**src/rtl/gerenciador_tiros.sv**
```systemverilog
// Shot manager: spawns shots at the ship, steps them on each tick and checks them one by one against asteroid memory.
// Optional build macro TIRO_WRAP_EN: shots wrap around the grid edges instead of being removed.
module gerenciador_tiros #(
    parameter int COORD_W = 4,
    parameter int N_TIROS = 4
) (
    input  logic               clock,
    input  logic               reset_n,
    input  logic               disparo,
    input  logic [COORD_W-1:0] nave_x,
    input  logic [COORD_W-1:0] nave_y,
    input  logic [1:0]         opcode,
    input  logic               tick,
    output logic [COORD_W-1:0] consulta_x,
    output logic [COORD_W-1:0] consulta_y,
    output logic               consulta_valid,
    input  logic               aste_presente,
    output logic               destruido,
    output logic [COORD_W-1:0] destruido_x,
    output logic [COORD_W-1:0] destruido_y,
    output logic [N_TIROS-1:0] ativos,
    output logic               cheio,
    output logic               pronto,
    output logic               fim_passo
);

    localparam int IDX_W = (N_TIROS > 1) ? $clog2(N_TIROS) : 1;
    localparam logic [IDX_W-1:0] IDX_LAST = IDX_W'(N_TIROS - 1);
    localparam logic [COORD_W-1:0] COORD_MAX = '1;
`ifdef TIRO_WRAP_EN
    localparam bit WRAP_EN = 1'b1;
`else
    localparam bit WRAP_EN = 1'b0;
`endif

    typedef enum logic [1:0] {IDLE, MOVE, CHECK, FIM} state_t;

    state_t             state_q, state_d;
    logic [IDX_W-1:0]   idx_q, idx_d;
    logic [COORD_W-1:0] x_q [N_TIROS];
    logic [COORD_W-1:0] y_q [N_TIROS];
    logic [1:0]         dir_q [N_TIROS];
    logic [COORD_W-1:0] x_d [N_TIROS];
    logic [COORD_W-1:0] y_d [N_TIROS];
    logic [1:0]         dir_d [N_TIROS];
    logic [N_TIROS-1:0] ativo_q, ativo_d;
    logic               dest_q, dest_d;
    logic [COORD_W-1:0] dest_x_q, dest_x_d, dest_y_q, dest_y_d;

    logic [COORD_W-1:0] step_x [N_TIROS];
    logic [COORD_W-1:0] step_y [N_TIROS];
    logic [N_TIROS-1:0] sai;
    logic               livre_ok;
    logic [IDX_W-1:0]   livre_idx;

    // State register
    always_ff @(posedge clock or negedge reset_n) begin
        if (!reset_n) begin
            state_q  <= IDLE;
            idx_q    <= '0;
            ativo_q  <= '0;
            dest_q   <= 1'b0;
            dest_x_q <= '0;
            dest_y_q <= '0;
            for (int i = 0; i < N_TIROS; i++) begin
                x_q[i]   <= '0;
                y_q[i]   <= '0;
                dir_q[i] <= 2'b00;
            end
        end else begin
            state_q  <= state_d;
            idx_q    <= idx_d;
            ativo_q  <= ativo_d;
            dest_q   <= dest_d;
            dest_x_q <= dest_x_d;
            dest_y_q <= dest_y_d;
            x_q      <= x_d;
            y_q      <= y_d;
            dir_q    <= dir_d;
        end
    end

    // Next-state logic
    always_comb begin
        state_d = state_q;
        idx_d   = idx_q;
        case (state_q)
            IDLE:  if (tick) state_d = MOVE;
            MOVE:  begin
                state_d = CHECK;
                idx_d   = '0;
            end
            CHECK: begin
                if (idx_q == IDX_LAST) state_d = FIM;
                else                   idx_d   = idx_q + IDX_W'(1);
            end
            FIM:   state_d = IDLE;
            default: state_d = IDLE;
        endcase
    end

    // Lowest-index free slot; scanning downwards leaves the smallest index last.
    always_comb begin
        livre_ok  = 1'b0;
        livre_idx = '0;
        for (int i = N_TIROS - 1; i >= 0; i--) begin
            if (!ativo_q[i]) begin
                livre_ok  = 1'b1;
                livre_idx = IDX_W'(i);
            end
        end
    end

    // One-cell step per slot; coordinate arithmetic wraps naturally, sai flags an edge crossing.
    always_comb begin
        for (int i = 0; i < N_TIROS; i++) begin
            step_x[i] = x_q[i];
            step_y[i] = y_q[i];
            sai[i]    = 1'b0;
            case (dir_q[i])
                2'b00: begin
                    step_y[i] = y_q[i] - COORD_W'(1);
                    sai[i]    = (y_q[i] == '0);
                end
                2'b01: begin
                    step_x[i] = x_q[i] + COORD_W'(1);
                    sai[i]    = (x_q[i] == COORD_MAX);
                end
                2'b10: begin
                    step_y[i] = y_q[i] + COORD_W'(1);
                    sai[i]    = (y_q[i] == COORD_MAX);
                end
                default: begin
                    step_x[i] = x_q[i] - COORD_W'(1);
                    sai[i]    = (x_q[i] == '0);
                end
            endcase
        end
    end

    // Slot datapath: spawn in IDLE, step in MOVE, clear on hit in CHECK
    always_comb begin
        x_d      = x_q;
        y_d      = y_q;
        dir_d    = dir_q;
        ativo_d  = ativo_q;
        dest_d   = 1'b0;
        dest_x_d = dest_x_q;
        dest_y_d = dest_y_q;
        case (state_q)
            IDLE: begin
                if (disparo && livre_ok) begin
                    x_d[livre_idx]     = nave_x;
                    y_d[livre_idx]     = nave_y;
                    dir_d[livre_idx]   = opcode;
                    ativo_d[livre_idx] = 1'b1;
                end
            end
            MOVE: begin
                for (int i = 0; i < N_TIROS; i++) begin
                    if (ativo_q[i]) begin
                        x_d[i] = step_x[i];
                        y_d[i] = step_y[i];
                        if (!WRAP_EN && sai[i]) ativo_d[i] = 1'b0;
                    end
                end
            end
            CHECK: begin
                if (ativo_q[idx_q] && aste_presente) begin
                    ativo_d[idx_q] = 1'b0;
                    dest_d         = 1'b1;
                    dest_x_d       = x_q[idx_q];
                    dest_y_d       = y_q[idx_q];
                end
            end
            default: ;
        endcase
    end

    // Outputs
    always_comb begin
        pronto         = (state_q == IDLE);
        fim_passo      = (state_q == FIM);
        consulta_valid = (state_q == CHECK) && ativo_q[idx_q];
        consulta_x     = consulta_valid ? x_q[idx_q] : '0;
        consulta_y     = consulta_valid ? y_q[idx_q] : '0;
        destruido      = dest_q;
        destruido_x    = dest_x_q;
        destruido_y    = dest_y_q;
        ativos         = ativo_q;
        cheio          = &ativo_q;
    end

endmodule

```
**config.mk**
```make
export PLATFORM = sky130hd
export DESIGN_NAME = gerenciador_tiros
export DESIGN_NICKNAME = d
export VERILOG_FILES = /design/src/rtl/gerenciador_tiros.sv
export SDC_FILE = /design/constraint.sdc
export NUM_CORES = 1
export LEC_CHECK = 0
export BUFFER_PORTS_ARGS = -buffer_cell sky130_fd_sc_hd__buf_2
export CAP_MARGIN = 25
export CORE_MARGIN = 1
export CORE_UTILIZATION = 30
export CTS_CLUSTER_SIZE = 12
export DETAILED_ROUTE_END_ITERATION = 10
export HOLD_SLACK_MARGIN = 0.05
export MAX_ROUTING_LAYER = met4
export RECOVER_POWER = 100
export SYNTH_ARGS = -nofsm -noshare
export SYNTH_HDL_FRONTEND = slang
export SYNTH_SLANG_ARGS = --single-unit
```
**constraint.sdc**
```tcl
create_clock -name clock -period 4 [get_ports clock]
set_input_delay 0.8 -clock clock [delete_from_list [all_inputs] [get_ports clock]]
set_output_delay 0.8 -clock clock [all_outputs]
set_load 0.05 [all_outputs]
```
==> flow_summary.ini <==
[clock_tree]
path_clk_slew_ns = 0.05
worstSkewPairLatency_ns = 0.34
cts_tree = yes
cts_buffers = 9
clock_sinks = 57
cts.repair.resized = 0
clock_tree.buffer_depth = 2
htreeDepth = 3
cts_setup_buffers = 0
cts-root-buf = clkbuf_16
cts_hold_buf = 0

[setup_path]
r2r_end = y_q[2]
rrSetupSlack_ns = 0.70
end_kind = register
worstSetupPathType = register to register
r2r_start = state_q[1]
crit_path_end = y_q[2]
start_kind = register
rr_worst_depth = 6
max_stage_delay_ns = 1.09
arrival_ns = 3.49
required_ns = 4.19
crit_fanout = 39
cp_slowest_cell = ha_1
worstSetupStartpoint = state_q[1]
cp_cell_sequence = inv_1 -> ha_1 -> clkbuf_1 -> nor2b_1 -> a221oi_1 -> a21oi_1

[run]
max_cap_violations = 1

[detailed_routing]
viasPerCell = 5.43
ant_nets = 0
via_count = 3695
routed-wl-met3_um = 740
top_layer = met4
wl_met2_um = 5680
drtPass1Iterations = 5
wl_per_cell_um = 17.8
m1WireLength_um = 5500
wirelength_um = 12100
drc = 0
drtIter0Drc = 308

[timing]
max_freq_mhz = 303
totalNegativeSetupSlack_ns = 0
slew_headroom = -0.465
setup_viol = 0
layout_min_cycle_time_ns = 3.30
rsz0062_at_grt = no
post-route-period-util = 0.826
finalHoldViolations = 0
slew_viol_final = 39
worstMarginPinSlew_ns = 2.20
fin_worst_skew_ns = 0.00695

[synthesis]
synthFlopType = dfrtp_1
ys_warn_count = 0
ys_types = 49
synth_top_family_by_area = compound AO/OA/AOI/OAI gates
ys_ff_latch = 57
syn-instance-count = 457
synth_fa_ha_area_frac = 0.156
synth_area_leaders = dfrtp_1, ha_1, mux4_2
synth_compound_area_frac = 0.187
syn_area_um2 = 4310
synth_fp_nets = 521
synth-seq-area-share = 0.331
synth_top_area_share = 0.331
synthArstFlopShare = 1.00
avgSynthCellArea_um2 = 9.43
synth_xor_area_frac = 0.0407
muxShareOfSynthArea = 0.0749
synth_edf_count = 0
yosysTopAreaCell = dfrtp_1
yosys.area_share.simple = 0.164

[placed_design]
numPortBuffers = 39
place_area_um2 = 4690
place_congestion = 0.913
dp_hpwl_um = 9170

[cells_and_area]
stdcell_area_um2 = 4940
syn2layout_area_growth_pct = 14.8
layout.nets = 560
antenna_cells = 0
n_fill_cell = 1452
drive_above_1_share = 0.102

[die]
ios = 40
rows = 43
die-area_um2 = 14800
fp.dieW_um = 122
design.core.area_um2 = 13900
die_h_um = 122
start_util = 0.309

[global_route]
grt_pass1_wl_um = 19600
grt_max_degree = 42
grt-ovfl-total = 0
grt_pass1_vias = 3603
antenna_found_initial = 0
gr-usage-all-layers = 0.181

[outcome]
violations = max-capacitance violations, max-slew violations
outcome = finished with violations

[power_and_ir_drop]
leakage_nw = 2.10
powerDensity_nw_per_um2 = 980
ir_worst_vdd_mv = 0.254

[hold_path]
min_path_type = input pin to asynchronous set/reset pin
-- per-layer routing --
metal	vias to the layer above	GRT usage
met3	18	0.0300
met5	-	-
met2	109	0.280
li1	1739	-
met4	0	0.0625
met1	1829	0.240
-- sequential cells by signal (all words and copies together) (netlist names) --
signal / cells
destruido: 1
y_q: 16
idx_q: 2
state_q: 2
x_q: 16
ativos: 4
dir_q: 8
destruido_x: 4
destruido_y: 4
-- cells by family after synthesis --
logic type | after synthesis
buffers and inverters | 50
AOI/OAI and AO/OA | 124
adders and majority gates | 49
xor gates and xnor gates | 20
DFF | 57
muxes | 21
and+or+nand+nor | 136
-- layout by cell type, fill, tap and decap left out, types with 5 or more instances in the layout --
cell type  netlist  layout
o31ai_1          5       5
clkbuf_16        0       9
fa_1             8       8
ha_1            41      41
nand4b_1         5       5
nand2_1         42      42
nor2_1          25      25
o21ai_0         25      26
nor3_1           7       7
nor4_1           6       6
nand3_1         12      12
a22oi_1         15      15
xnor2_1         12      12
clkbuf_1        11      30
nor2b_1         21      21
a221oi_1         5       5
mux2_2          10      10
o22a_1           6       6
inv_1           35      35
a21o_1           8       8
mux4_2           8       8
buf_2            3      13
a31oi_1          5       5
a21oi_1         35      35
dfrtp_1         57      57
xor2_1           8       8
-- worst max-delay path, delay by kind of cell, from the launching register on --
kind	cells	cell delay [ns]
DFF	1	0.39
AOI/OAI and AO/OA	2	0.44
and+or+nand+nor	1	0.29
buffers and inverters	2	0.93
adders and majority gates	1	1.09
-- worst min path at each step --
stage	start	slack [ns]	depth (start not counted)	to
3_3_place_gp	destruido_y[3]	0.48	1	destruido_y[3]
3_5_place_dp	destruido_x[0]	0.49	1	destruido_x[0]
5_1_grt	reset_n	0.30	1	state_q[1]
4_1_cts	destruido_x[0]	0.50	1	destruido_x[0]
2_1_floorplan	reset_n	0.50	0	ativos[0]
6_report	reset_n	0.28	1	state_q[1]
-- power breakdown --
group          total [mW]  switching [mW]  internal [mW]
Clock               0.776           0.266          0.509
Combinational        2.73            1.63           1.10
Sequential           1.34           0.496          0.847
Total                4.85            2.39           2.46
-- final cells by class --
type | instances | area [um^2] | area share
inverter | 35 | 131 | 0.0266
sequential | 57 | 1430 | 0.289
clock buffer | 12 | 256 | 0.0519
timing repair buffer | 43 | 181 | 0.0367
multi-input combinational | 350 | 2680 | 0.543
tap | 180 | 225 | 0.0456
clock inverter | 3 | 40.0 | 0.00810
-- synthesized netlist by cell type, drive strengths merged (2+ instances only) --
master and number:
a21o 8, a21oi 35, a221oi 5, a22oi 15, a31oi 5, a41oi 3
buf 4, clkbuf 11, dfrtp 57, fa 8, ha 41, inv 35
mux2 10, mux2i 3, mux4 8, nand2 42, nand3 12, nand3b 4
nand4 3, nand4b 5, nor2 25, nor2b 21, nor3 7, nor3b 2
nor4 6, o211ai 4, o21ai 26, o21bai 2, o221ai 2, o22a 6
o22ai 4, o31ai 5, or4b 2, xnor2 12, xor2 8
-- per-stage QoR --
step	util	instances	hold slack [ns]	power [mW]	worst slack, ns
floorplan	-	457	0.504	3.38	1.18
global placement	0.336	664	0.485	4.00	1.43
detailed placement	0.336	664	0.491	4.09	1.35
CTS	0.358	679	0.503	4.88	0.982
global route	0.355	680	0.295	5.27	0.460
finish	0.355	680	0.282	4.85	0.698
Power figures use the tool's default switching activity.
